`config.mk`:
```
export PLATFORM = sky130hd
export DESIGN_NAME = stack_cpu_controller
export DESIGN_NICKNAME = d
export VERILOG_FILES = /design/src/rtl/stack_cpu_pkg.sv /design/src/rtl/stack_depth_tracker.sv /design/src/rtl/stack_cpu_controller.sv
export SDC_FILE = /design/constraint.sdc
export NUM_CORES = 1
export LEC_CHECK = 0
export ABC_AREA = 1
export CAP_MARGIN = 20
export CELL_PAD_IN_SITES_DETAIL_PLACEMENT = 0
export CELL_PAD_IN_SITES_GLOBAL_PLACEMENT = 1
export CORE_ASPECT_RATIO = 1.1
export CORE_UTILIZATION = 37
export DETAILED_ROUTE_END_ITERATION = 12
export PLACE_DENSITY = 0.78
export SETUP_SLACK_MARGIN = 0.02
export SLEW_MARGIN = 20
export SYNTH_ARGS = -nofsm -noshare
export SYNTH_HDL_FRONTEND = slang
export SYNTH_SLANG_ARGS = --single-unit
```
`constraint.sdc`:
```
create_clock -name clk -period 2.4 [get_ports clk]
set_input_delay 0.48 -clock clk [delete_from_list [all_inputs] [get_ports clk]]
set_output_delay 0.48 -clock clk [all_outputs]
set_load 0.05 [all_outputs]
```
`src/rtl/stack_cpu_pkg.sv`:
```
// Shared encodings for the stack-machine sequencer:
// opcodes, FSM states and instruction field positions.
package stack_cpu_pkg;

  typedef enum logic [2:0] {
    OP_PUSH  = 3'd0,
    OP_ADD   = 3'd1,
    OP_NAND  = 3'd2,
    OP_STORE = 3'd3,
    OP_JMP   = 3'd4,
    OP_JZ    = 3'd5,
    OP_JN    = 3'd6,
    OP_HALT  = 3'd7
  } opcode_e;

  typedef enum logic [2:0] {
    S_FETCH  = 3'd0,
    S_ARG    = 3'd1,
    S_POP_A  = 3'd2,
    S_LOAD_A = 3'd3,
    S_POP_B  = 3'd4,
    S_LOAD_B = 3'd5,
    S_EXEC   = 3'd6,
    S_HALT   = 3'd7
  } state_e;

  localparam int OP_HI   = 7;
  localparam int OP_LO   = 5;
  localparam int IND_POS = 4;

  function automatic logic [1:0] pops_needed(opcode_e op);
    case (op)
      OP_ADD, OP_NAND: return 2'd2;
      OP_STORE:        return 2'd1;
      default:         return 2'd0;
    endcase
  endfunction

endpackage

```
`src/rtl/stack_depth_tracker.sv`:
```
// Mirrors the datapath stack occupancy and flags
// instructions that would under- or overflow it.
module stack_depth_tracker #(
  parameter int COUNT = 8
) (
  input  logic       clk,
  input  logic       reset,
  input  logic       push,
  input  logic       pop,
  input  logic [1:0] need_pops,
  input  logic       need_room,
  output logic       underflow,
  output logic       overflow
);

  localparam int DW = $clog2(COUNT + 1);

  logic [DW-1:0] depth;

  always_ff @(posedge clk or posedge reset) begin
    if (reset) begin
      depth <= '0;
    end else begin
      case ({push, pop})
        2'b10:   depth <= depth + DW'(1);
        2'b01:   depth <= depth - DW'(1);
        default: depth <= depth;
      endcase
    end
  end

  always_comb begin
    underflow = depth < DW'(need_pops);
    overflow  = need_room && (depth >= DW'(COUNT));
  end

endmodule

```
`src/rtl/stack_cpu_controller.sv`:
```
// Fetch/decode sequencer driving the stack datapath
// one control step per clock.
import stack_cpu_pkg::*;

module stack_cpu_controller #(
  parameter int WORD_RANGE       = 8,
  parameter int STACK_WORD_COUNT = 8,
  parameter int FLAGS_COUNT      = 2
) (
  input  logic                   clk,
  input  logic                   reset,
  output logic [WORD_RANGE-1:0]  prog_addr,
  input  logic [WORD_RANGE-1:0]  prog_data,
  output logic [WORD_RANGE-1:0]  dp_data_in,
  input  logic [WORD_RANGE-1:0]  dp_data_out,
  input  logic [FLAGS_COUNT-1:0] dp_flags,
  output logic                   cache_a_b_not,
  output logic                   is_data_indirect,
  output logic                   alu_op,
  output logic                   pop_operand,
  output logic                   push_result,
  output logic                   write_mem_result,
  output logic [WORD_RANGE-1:0]  write_address,
  output logic                   halted,
  output logic                   error
);

  localparam logic [WORD_RANGE-1:0] ONE = WORD_RANGE'(1);

  state_e                state, state_n;
  logic [WORD_RANGE-1:0] pc, pc_n;
  logic [3:0]            ir, ir_n;
  logic [WORD_RANGE-1:0] arg, arg_n;
  logic [WORD_RANGE-1:0] pop_q, pop_n;
  logic [WORD_RANGE-1:0] b_hold, b_hold_n;
  logic                  zflag, zflag_n;
  logic                  nflag, nflag_n;
  logic                  halted_n, error_n;

  opcode_e               cur_op, fetch_op;
  logic                  cur_ind, is_nand, is_bin;
  logic                  f_bin, f_halt;
  logic [WORD_RANGE-1:0] load_b_val;
  logic                  underflow, overflow;

  assign cur_op   = opcode_e'(ir[3:1]);
  assign cur_ind  = ir[0];
  assign fetch_op = opcode_e'(prog_data[OP_HI:OP_LO]);
  assign is_nand  = cur_op == OP_NAND;
  assign is_bin   = (cur_op == OP_ADD) || is_nand;
  assign f_bin    = (fetch_op == OP_ADD) ||
                    (fetch_op == OP_NAND);
  assign f_halt   = fetch_op == OP_HALT;

  stack_depth_tracker #(
    .COUNT(STACK_WORD_COUNT)
  ) u_depth (
    .clk       (clk),
    .reset     (reset),
    .push      (push_result),
    .pop       (pop_operand),
    .need_pops (pops_needed(fetch_op)),
    .need_room (fetch_op == OP_PUSH),
    .underflow (underflow),
    .overflow  (overflow)
  );

  always_ff @(posedge clk or posedge reset) begin
    if (reset) begin
      state  <= S_FETCH;
      pc     <= '0;
      ir     <= '0;
      arg    <= '0;
      pop_q  <= '0;
      b_hold <= '0;
      zflag  <= 1'b0;
      nflag  <= 1'b0;
      halted <= 1'b0;
      error  <= 1'b0;
    end else begin
      state  <= state_n;
      pc     <= pc_n;
      ir     <= ir_n;
      arg    <= arg_n;
      pop_q  <= pop_n;
      b_hold <= b_hold_n;
      zflag  <= zflag_n;
      nflag  <= nflag_n;
      halted <= halted_n;
      error  <= error_n;
    end
  end

  always_comb begin
    state_n          = state;
    pc_n             = pc;
    ir_n             = ir;
    arg_n            = arg;
    pop_n            = pop_q;
    b_hold_n         = b_hold;
    zflag_n          = zflag;
    nflag_n          = nflag;
    halted_n         = halted;
    error_n          = error;
    load_b_val       = is_bin ? pop_q : '0;
    prog_addr        = pc;
    // cache_b reloads every non-LOAD_A cycle, so keep feeding it its value
    dp_data_in       = b_hold;
    cache_a_b_not    = 1'b0;
    is_data_indirect = 1'b0;
    alu_op           = 1'b0;
    pop_operand      = 1'b0;
    push_result      = 1'b0;
    write_mem_result = 1'b0;
    write_address    = '0;

    case (state)
      S_FETCH: begin
        ir_n = prog_data[OP_HI:IND_POS];
        pc_n = pc + ONE;
        if (underflow || overflow) begin
          state_n  = S_HALT;
          halted_n = 1'b1;
          error_n  = 1'b1;
        end else begin
          unique case (1'b1)
            f_bin:   state_n = S_POP_A;
            f_halt: begin
              state_n  = S_HALT;
              halted_n = 1'b1;
            end
            default: state_n = S_ARG;
          endcase
        end
      end

      S_ARG: begin
        arg_n   = prog_data;
        pc_n    = pc + ONE;
        state_n = S_FETCH;
        case (cur_op)
          OP_PUSH:  state_n = S_LOAD_A;
          OP_STORE: state_n = S_POP_A;
          OP_JMP:   pc_n = prog_data;
          OP_JZ:    if (zflag) pc_n = prog_data;
          OP_JN:    if (nflag) pc_n = prog_data;
          default: begin
            state_n  = S_HALT;
            halted_n = 1'b1;
            error_n  = 1'b1;
          end
        endcase
      end

      S_POP_A: begin
        pop_operand = 1'b1;
        pop_n       = dp_data_out;
        state_n     = S_LOAD_A;
      end

      S_LOAD_A: begin
        cache_a_b_not = 1'b1;
        alu_op        = is_nand;
        if (cur_op == OP_PUSH) begin
          dp_data_in       = arg;
          is_data_indirect = cur_ind;
        end else begin
          dp_data_in = pop_q;
        end
        state_n = is_bin ? S_POP_B : S_LOAD_B;
      end

      S_POP_B: begin
        pop_operand = 1'b1;
        alu_op      = is_nand;
        pop_n       = dp_data_out;
        state_n     = S_LOAD_B;
      end

      S_LOAD_B: begin
        alu_op     = is_nand;
        dp_data_in = load_b_val;
        b_hold_n   = load_b_val;
        state_n    = S_EXEC;
      end

      S_EXEC: begin
        alu_op  = is_nand;
        zflag_n = dp_flags[0];
        nflag_n = dp_flags[1];
        state_n = S_FETCH;
        case (cur_op)
          OP_STORE: begin
            write_mem_result = 1'b1;
            write_address    = arg;
          end
          OP_PUSH, OP_ADD, OP_NAND: push_result = 1'b1;
          default: begin
            state_n  = S_HALT;
            halted_n = 1'b1;
            error_n  = 1'b1;
          end
        endcase
      end

      S_HALT: begin
        state_n  = S_HALT;
        halted_n = 1'b1;
      end

      default: begin
        state_n  = S_HALT;
        halted_n = 1'b1;
        error_n  = 1'b1;
      end
    endcase
  end

endmodule
```
# Word level (Yosys, flattened, before mapping)
# Index checks and enable logic that the tools add are counted.
[totals]
in_bits = 20
elab_cells = 92
output_inout_bits = 32
register_bits = 47
[classes]
reduce_logical = 20
n_lt_le_gt_ge = 2
muxes = 33
n_addsub = 3
eq_ne = 23
[ops]
columns = ["operator", "n"]
rows = [
  ["$mux W8", 6],
  ["$pmux W8 S2", 2],
  ["$eq A3 B3 Y1 const B", 8],
  ["$pmux W3 S8", 1],
  ["$pmux W8 S3", 1],
  ["$eq A3 B2 Y1 const B", 6],
  ["$mux W1", 15],
  ["$eq A3 B1 Y1 const B", 3],
  ["$logic_not A3 Y1", 3],
  ["$pmux W3 S3", 1],
  ["$add A8 B1 Y8 const B", 1],
  ["$pmux W4 S2", 1],
  ["$reduce_and A4 Y1", 2],
  ["$reduce_or A4 Y1", 2],
  ["$mux W3", 2],
  ["$ne A2 B2 Y1 const B", 3],
  ["$pmux W3 S2", 1],
  ["$reduce_or A3 Y1", 2],
  ["$reduce_or A5 Y1", 1],
  ["$add A4 B1 Y4 const B", 1],
  ["$ge A4 B4 Y1 const B", 1],
  ["$lt A4 B2 Y1", 1],
  ["$pmux W1 S4", 1],
  ["$pmux W2 S2", 1],
  ["11 further kinds", 15],
]

# Depth between registers and ports, before layout
# Gate-level depths: netlist (run 1).
[logic_depth]
depth_word = 7
mapped_depth = 13
depth_no_buf = 13

# Modules after synthesis
# Synthesis (run 1) repeated with hierarchy kept, for this count alone.
[hier_totals]
hier_cells = 402
area_unflattened_um2 = 2871.5
[by_module_without_submodules]
columns = ["mod", "area_per_inst_um2", "cells_per_inst", "seq_area_each_um2", "instances"]
rows = [
  ["stack_cpu_controller", 2538.7, 357, 1076.0, 1],
  ["stack_depth_tracker", 332.8, 45, 100.1, 1],
]

# Worst setup path before layout (run 1)
# No wires, ideal clock.
[synth_path]
kind = "register to output"
from = "reg ir[3]"
to = "out write_address[0]"
path_buffers = 0
arrival_ns = 2.315
required_time_ns = 1.920
path_slack_ns = -0.395
stages_incl_launch_ff = 6
cell_sequence = "dfrtp_1 inv_2 nand3_1 nor2_1 inv_1 nor2_1"
[synth_between]
elab_chain_cells = 3
[synth_rtl]
columns = ["item", "line_no", "text"]
rows = [
  ["start, declared", "stack_cpu_controller.sv:32", "logic [3:0] ir, ir_n;"],
  ["start signal, assigned", "stack_cpu_controller.sv:83", "ir <= ir_n;"],
  ["$eq A3 B2 Y1", "stack_cpu_controller.sv:192", "case (cur_op)"],
  ["$mux W8", "stack_cpu_controller.sv:192", ""],
  ["$mux W8", "stack_cpu_controller.sv:117", "case (state)"],
  ["end, declared", "stack_cpu_controller.sv:23", "output logic [WORD_RANGE-1:0] write_address,"],
]
# Every way passes these cells.

# Final worst setup path (run 1)
[layout_path]
from = "reg state[0]"
to = "out dp_data_in[7]"
[layout_between]
elab_chain_cells = 2
word_cells_on_any_way = 3
classes_between = "2 x eq/ne; 1 x mux"
[layout_rtl]
columns = ["item", "line_no", "text"]
rows = [
  ["start, declared", "stack_cpu_controller.sv:30", "state_e state, state_n;"],
  ["start signal, assigned", "stack_cpu_controller.sv:81", "state <= state_n;"],
  ["$eq A3 B3 Y1 or $eq A3 B2 Y1 (tied branches)", "stack_cpu_controller.sv:117", ""],
  ["$pmux W8 S2 (*)", "stack_cpu_controller.sv:117", ""],
  ["end, declared", "stack_cpu_controller.sv:14", "output logic [WORD_RANGE-1:0] dp_data_in,"],
]
# Mark *: on every way between the ends. The rest lies on a longest branch, timed or not.

==> results.tsv, run 1 <==
metric	value	unit
vias	2612	
rows	32	
wirelength	7070	µm
die-area	0.00778	mm²
diodes	0	
p_per_area	368	mW/mm²
grt_pass1_wl	11600	µm
path_buf_inv	3	
min_period	2.32	ns
place.gp.congestion	0.823	
leakage	2.01	nW
irDropWorstVdd	201	µV
final_cells	527	
multi_input_comb_area	0.00139	mm²
tightestPinTransition	0.627	ns
final_nets	471	
hold_viol	0	
htreeDepth	2	
setup_slack	0.0790	ns
skew	0.00495	ns
startpoint_type	register	
cts_max_path_buffers	2	
post-place-ws	0.122	ns
worstSetupPathType	reg2out	
drt_iter0_drc	121	
start_util	0.388	
max_stage_delay	0.45	ns
core	0.00709	mm²
yosys.area.top_type	dfrtp_1	
synth.net_count	406	
layout-drive-gt1-share	0.179	
synth-main-ff-cell	dfrtp_1	
synthDistinctLibCells	30	
grt-ovfl-total	0	
grt_max_degree	48	
critPathCaptureType	primary output	
antenna_found_initial	0	
clk_pin_slew_worst_paths	0.08	ns
dieWidth	84.2	µm
failed_checks	DRC	
ant_nets	0	
viasPerCell	4.96	
clockRootBuffer	clkbuf_8	
ys_ff_latch	47	
first_global_vias	2423	
path_cells	buf_4 > nand2_1 > nor2_4 > buf_4 > nor2_4 > nand2_1 > nand3_1 > buf_12	
clock.fmax	0.431	GHz
holdWs	0.480	ns
status	finished with violations	
max-slew-margin-rel	0.582	
die_h	92.4	µm
placed_area	0.00358	mm²
seqCellArea	0.00118	mm²
path_delay_family	simple AND/OR/NAND/NOR gates	
setup_viol	0	
stdcell_area	0.00382	mm²
synth_enable_flop_cells	0	
dp.cells	511	
synthesis.area	0.00275	mm²
synthCells	376	
fin_crit_sh	0.967	
slowest_stage	dfrtp_2	
synth_warnings	0	
syn_area_per_cell	7.31	µm²
n_fill_cell	673	
synth_most_common_cell	nand2_1	
seq_area_frac_synth	0.428	
maxCapViolCount	0	
drc	8	
tritoncts	yes	
clk_latency	0.30	ns
fin_util	0.539	
cts-buffers-inserted	5	
syn_to_final_growth	38.9	%
wl_per_cell	13.4	µm
yosys-top-cells-area	dfrtp_1 (43%), nand2_1 (14%), inv_1 (7.5%), o21ai_0 (6.9%), nand3_1 (6.6%)	
io-pin-count	52	
cts_sinks	47	
groute.usage.overall	0.188	
first_pass_iters	9	
worstPathMaxFanout	8	
io_buffers	51	
cp.required	1.92	ns
dpl.hpwl	5220	µm
arrival	1.84	ns
ys_top_cells_by_count	nand2_1 (104), inv_1 (55), dfrtp_1 (47), o21ai_0 (38), nand3_1 (36)	
hold_class	reg2reg	
finalMaxSlewViolations	0	
async_flop_share	1.00	
synth_top_area_frac	0.428	
cell families after synthesis:
family / synth area share
adder cells (fa/ha/maj): 0.0482
buffers and inverters: 0.0951
XOR/XNOR: 0.00956
AO/OA/AOI/OAI: 0.127
AND/OR/NAND/NOR: 0.293
flip-flops: 0.428
power breakdown:
group          switching, mW  leakage (nW)  internal [mW]  total [mW]
clock network          0.264        0.0515          0.263       0.528
logic                 0.0432          1.46         0.0365      0.0796
registers            0.00155         0.499          0.795       0.797
total                  0.309          2.01           1.09        1.40
area by class of cell:
cell class	instances	area share
Multi-Input combinational cell	263	0.364
Sequential cell	47	0.309
Timing Repair Buffer	64	0.211
Inverter	60	0.0613
Tap cell	85	0.0279
Clock buffer	8	0.0262
layer usage:
layer  share of wire  global-route usage
met1            0.47               0.245
met2            0.49               0.326
met3           0.030              0.0294
met4           0.010              0.0503
met5               0                   0
metrics by stage:
| stage | TNS [ns] | power [mW] |
|---|---|---|
| 6_report | 0 | 1.40 |
| 5_1_grt | -0.00648 | 1.46 |
| 4_1_cts | 0 | 1.42 |
| 3_5_place_dp | 0 | 0.893 |
| 3_3_place_gp | 0 | 0.893 |
| 2_1_floorplan | 0 | 0.845 |
flip-flops by register name (all words and copies together) (netlist names):
name and flops:
arg 8, prog_addr 8, ir 4, state 3
u_depth.depth 4, zflag 1, b_hold 8, halted 1
error 1, pop_q 8, nflag 1
worst register-to-register path, delay by kind of cell (launching register included):
kind,cells,cell delay [ns]
AO/OA/AOI/OAI,3,0.39
adder cells (fa/ha/maj),2,0.54
buffers and inverters,1,0.06
flip-flops,1,0.43
AND/OR/NAND/NOR,7,0.66
path summary, 6_finish.rpt:
kind | slack (ns) | from | end | cells after the start
setup reg to reg | 0.22 | state[2]$_DFF_PP0_ | u_depth.depth[3]$_DFFE_PP0P_ | 13
min in group asynchronous | 0.65 | reset | pop_q[6]$_DFFE_PP0P_ | 3
hold / removal | 0.48 | halted$_DFFE_PP0P_ | halted$_DFFE_PP0P_ | 1
setup / recovery | 0.08 | state[0]$_DFF_PP0_ | dp_data_in[7] | 8
max in group asynchronous | 1.28 | reset | state[2]$_DFF_PP0_ | 3
hold reg to reg | 0.48 | halted$_DFFE_PP0P_ | halted$_DFFE_PP0P_ | 1
layout by cell type, fill, tap and decap left out, types with 3 or more instances in the layout:
master,synthesis,final
nand3_1,36,33
nor3_1,5,5
nand4_1,5,5
inv_2,4,7
nor2_4,0,5
nand2_1,104,104
buf_4,0,14
dfrtp_2,0,4
dfrtp_1,47,43
clkbuf_8,0,7
a21oi_1,15,14
nand3_2,2,4
ha_1,9,8
nor2_2,3,8
inv_1,55,51
o21ai_1,3,3
buf_12,0,20
o211ai_1,3,3
nor2_1,26,16
clkdlybuf4s50_1,0,29
o21ai_0,38,38
repair_timing:
action	4_1_cts	5_1_grt
gates resized for setup	7	13
endpoints found under the setup margin	7	17
setup buffers	1	7
hold endpoints to repair	0	0
pin swaps	0	2
hold buffers	0	0
Note: power is estimated with default switching activity, not from simulation.
==> inputs of run 2 (changes only) <==
==> constraint.sdc (replaced) <==
create_clock -name clk -period 2.6 [get_ports clk]
set_input_delay 0.52 -clock clk [delete_from_list [all_inputs] [get_ports clk]]
set_output_delay 0.52 -clock clk [all_outputs]
set_load 0.05 [all_outputs]
==> run 2 against run 1 <==
Net effect:
- the flow still finishes with violations (DRC)
- global-route usage is essentially flat
- largest power group unchanged
- wire length is 1.0% higher
- register-to-register slack gained 0.09 ns
- worst hold slack better by 0.0012 ns
- count of clock-buffer cells in the layout fell by 3
- combinational power fell by 4.3%
- critical endpoint is now dp_data_in[5]
- setup slack improved by 0.10 ns
- sequential cell count is the same
==> results.tsv, run 2 (same netlist as run 1, synthesis figures left out) <==
metric	value	unit	change
worstPathMaxFanout	8		unchanged
setup_viol	0		unchanged
clock.fmax	0.414	GHz	
cts_sinks	47		unchanged
dieWidth	84.2	µm	unchanged
die-area	0.00778	mm²	unchanged
arrival	1.90	ns	+0.06 ns
dpl.hpwl	5500	µm	+5.4%
critPathCaptureType	primary output		
irDropWorstVdd	226	µV	+13%
fin_crit_sh	0.930		
rows	32		unchanged
clockRootBuffer	clkbuf_8		
fin_util	0.515		-0.0235
status	finished with violations		
place.gp.congestion	0.795		-3.5%
cts_max_path_buffers	2		unchanged
path_cells	inv_1 > nand2_1 > nor2_4 > buf_4 > nand3_1 > nand3_1 > buf_12		
min_period	2.42	ns	
skew	0.00692	ns	+0.00197 ns
cts-buffers-inserted	5		unchanged
clk_latency	0.30	ns	about the same
hold_class	reg2reg		
hold_buffers	0		unchanged
first_global_vias	2398		-1.0%
setup_slack	0.182	ns	+0.103 ns
rsz0062_at_grt	no		
final_nets	463		-1.7%
layout-drive-gt1-share	0.141		-0.0382
cp_common_cell	nand3_1		
setup_tns	0	ns	unchanged
drt_iter0_drc	121		unchanged
hold_viol	0		unchanged
final_cell_mix	nand2_1 (104), inv_1 (54), dfrtp_1 (45)		
power	1.26	mW	-11%
post_cts_buffers	0		-1
worstSetupPathType	reg2out		
antenna_found_initial	0		unchanged
n_fill_cell	702		+4.3%
wirelength	7140	µm	+1.0%
grt_pass1_wl	11600	µm	-0.23%
clk_pin_slew_worst_paths	0.09	ns	about the same
post-place-ws	0.289	ns	+0.167 ns
slowest_stage	dfrtp_2		
tritoncts	yes		
wl_per_cell	13.8	µm	+2.6%
diodes	0		unchanged
first_pass_iters	8		-1
p_per_area	344	mW/mm²	-6.4%
path_buf_inv	3		unchanged
tightestPinTransition	0.525	ns	-0.103 ns
path_delay_family	simple AND/OR/NAND/NOR gates		
vias	2572		-1.5%
failed_checks	DRC		
die_h	92.4	µm	unchanged
startpoint_type	register		
maxCapViolCount	0		unchanged
start_util	0.388		unchanged
viasPerCell	4.96		about the same
max_stage_delay	0.47	ns	+0.02 ns
io_buffers	51		unchanged
ant_nets	0		unchanged
groute.usage.overall	0.189		+0.000350
core	0.00709	mm²	unchanged
grt_max_degree	26		-46%
max-slew-margin-rel	0.650		+0.0679
layout_commonest_cell	nand2_1		
leakage	1.95	nW	-3.1%
io-pin-count	52		unchanged
htreeDepth	2		unchanged
grt-ovfl-total	0		unchanged
holdWs	0.481	ns	+0.00116 ns
cp.required	2.08	ns	+0.16 ns
finalMaxSlewViolations	0		unchanged
drc	10		+2
syn_to_final_growth	32.9	%	
run 2: cell types whose count changed in the layout (fill, tap and decap cells not counted), moves of 3 or more:
cell / change
nor2_2: +4
buf_12: -3
nor2_4: -4
nand3_1: +3
buf_4: -5
inv_1: +3
run 2: final timing paths:
check	start	endpoint	slack, ns	cells past startpoint
min in group asynchronous	reset	state[0]$_DFF_PP0_	0.58	2
max	state[1]$_DFF_PP0_	dp_data_in[5]	0.18	7
max in group asynchronous	reset	arg[0]$_DFFE_PP0P_	1.51	3
min	error$_DFFE_PP0P_	error$_DFFE_PP0P_	0.48	1
min reg2reg	error$_DFFE_PP0P_	error$_DFFE_PP0P_	0.48	1
max reg2reg	state[1]$_DFF_PP0_	u_depth.depth[3]$_DFFE_PP0P_	0.31	13
run 2: area by class of cell:
class,count,area [µm²],share of cell area
Inverter,60,230,0.0630
Tap cell,85,106,0.0291
Clock inverter,3,20.0,0.00548
Clock buffer,5,68.8,0.0188
Sequential cell,47,1180,0.323
Timing Repair Buffer,56,707,0.194
Multi-Input combinational cell,263,1340,0.367
run 2: stage by stage:
step,cell area (µm²),std cells
after floorplan,2770,376
after global placement,3550,511
after detailed placement,3550,511
after CTS,3640,519
after global routing,3650,519
final,3650,519
run 2: power by group:
group	internal (mW)	total, mW	leakage (nW)	switching (mW)
clock	0.188	0.445	0.0402	0.257
combinational	0.0357	0.0762	1.41	0.0405
sequential	0.734	0.735	0.500	0.00132
run 2: per-layer routing:
layer	GRT usage	vias to the layer above	share of wire
met5	0	-	0
li1	-	1315	-
met4	0.0489	0	0.0090
met2	0.316	55	0.48
met3	0.0365	6	0.044
met1	0.250	1196	0.47
run 2: what timing repair did:
| item | CTS | global route |
|---|---|---|
| cloned | 0 | 0 |
| resized for setup | 2 | 3 |
| setup endpoints to repair | 7 | 4 |
==> inputs of run 3 (changes only) <==
--- a/config.mk
+++ b/config.mk
@@ -9,7 +9,7 @@
 export CAP_MARGIN = 20
 export CELL_PAD_IN_SITES_DETAIL_PLACEMENT = 0
 export CELL_PAD_IN_SITES_GLOBAL_PLACEMENT = 1
-export CORE_ASPECT_RATIO = 1.1
+export CORE_ASPECT_RATIO = 1.4
 export CORE_UTILIZATION = 37
 export DETAILED_ROUTE_END_ITERATION = 12
 export PLACE_DENSITY = 0.78
==> run 3 against run 2 <==
Net effect:
- the flow now finishes without violations
- via count fell by 0.58%
- die area barely moved
- sequential power barely moved
- sequential share of layout area fell by 0.17 points
- critical path type unchanged
- largest power group unchanged
==> results.tsv, run 3 (same netlist as run 1, synthesis figures left out) <==
metric	value	unit	change
die_h	104	µm	+13%
cts_sinks	47		unchanged
setup_viol	0		unchanged
first_pass_iters	4		-4
finalMaxSlewViolations	0		unchanged
place.gp.congestion	0.822		+3.5%
start_util	0.389		+0.000824
tightestPinTransition	0.500	ns	-0.0250 ns
ant_nets	0		unchanged
die-area	0.00778	mm²	about the same
drc	0		-10
dp.cells	522		+2.2%
grt_pass1_wl	12000	µm	+3.6%
startpoint_type	register		
diodes	0		unchanged
hold_class	reg2reg		
stdcell_area	0.00368	mm²	+0.65%
vias	2557		-0.58%
rows	36		+13%
placed_area	0.00356	mm²	+0.21%
dieWidth	74.8	µm	-11%
holdWs	0.487	ns	+0.00545 ns
final_nets	464		+0.22%
viasPerCell	4.82		-2.6%
final_cells	530		+2.1%
tritoncts	yes		
skew	0.00973	ns	+0.00282 ns
clockRootBuffer	clkbuf_8		
hold_viol	0		unchanged
cts_max_path_buffers	2		unchanged
leakage	1.95	nW	+0.27%
first_global_vias	2513		+4.8%
worstHoldPathCells	1		unchanged
status	finished clean		
grt_max_degree	23		-12%
fin_crit_sh	0.972		+0.0419
cp.required	2.08	ns	about the same
p_per_area	355	mW/mm²	+3.2%
wirelength	7240	µm	+1.4%
drt_iter0_drc	129		+6.6%
clk_pin_slew_worst_paths	0.09	ns	about the same
dpl.hpwl	5670	µm	+3.0%
setup_slack	0.0732	ns	-0.109 ns
wl_per_cell	13.7	µm	-0.75%
worstSetupPathType	reg2out		
layout-drive-gt1-share	0.145		+0.00427
r2r_cells	13		unchanged
syn_to_final_growth	33.7	%	
grt-ovfl-total	0		unchanged
critPathCaptureType	primary output		
antenna_found_initial	0		unchanged
power	1.31	mW	+3.9%
arrival	2.01	ns	+0.11 ns
clk_latency	0.31	ns	about the same
hold_buffers	0		unchanged
layout_commonest_cell	nand2_1		
cts-buffers-inserted	5		unchanged
groute.usage.overall	0.202		+0.0130
setup_tns	0	ns	unchanged
io-pin-count	52		unchanged
max-slew-margin-rel	0.666		+0.0161
maxCapViolCount	0		unchanged
clock.fmax	0.396	GHz	-4.3%
irDropWorstVdd	241	µV	+6.9%
core	0.00707	mm²	-0.21%
fin_util	0.520		+0.00446
n_fill_cell	724		+3.1%
rsz0062_at_grt	no		
final_cell_mix	nand2_1 (104), inv_1 (54), dfrtp_1 (44)		
min_period	2.53	ns	+0.109 ns
post-place-ws	0.265	ns	-0.0237 ns
worstPathMaxFanout	7		-1
io_buffers	51		unchanged
htreeDepth	2		unchanged
[run 3: layer usage]
metal  wire length, µm  global-route usage
met5                 0                   0
met4               100              0.0620
met3               280              0.0271
met2              3820               0.358
met1              3040               0.243
[run 3: worst paths after layout]
check | from | end | slack (ns)
worst min-delay path | halted$_DFFE_PP0P_ | halted$_DFFE_PP0P_ | 0.49
worst min register to register | halted$_DFFE_PP0P_ | halted$_DFFE_PP0P_ | 0.49
worst max register to register | state[1]$_DFF_PP0_ | u_depth.depth[3]$_DFFE_PP0P_ | 0.34
worst max-delay path | ir[3]$_DFFE_PP0P_ | write_mem_result | 0.07
max in group asynchronous | reset | b_hold[2]$_DFFE_PP0P_ | 1.46
min in group asynchronous | reset | prog_addr[1]$_DFFE_PP0P_ | 0.55
[run 3: repair_timing]
action | CTS | global route
gates resized for setup | 1 | 5
endpoints found under the hold margin | 0 | 0
setup endpoints to repair | 6 | 5
buffers inserted | 0 | 0
[run 3: final cells by class]
cell class | instances | area [µm²] | share of cell area
multi-input combinational | 263 | 1340 | 0.366
inverter | 60 | 230 | 0.0626
clock buffer | 8 | 100 | 0.0272
timing repair buffer | 57 | 703 | 0.191
sequential | 47 | 1180 | 0.321
tap | 95 | 119 | 0.0323
[run 3: report_power, final]
| part | internal, mW | total [mW] | switching [mW] |
|---|---|---|---|
| clock | 0.243 | 0.494 | 0.250 |
| sequential | 0.734 | 0.736 | 0.00169 |
| combinational | 0.0347 | 0.0760 | 0.0414 |
[run 3: critical path: stages (launching register included)]
cell	delay, ns
dfrtp_1	0.48
inv_2	0.13
nand3_1	0.13
nor2_2	0.16
clkdlybuf4s50_1	0.82
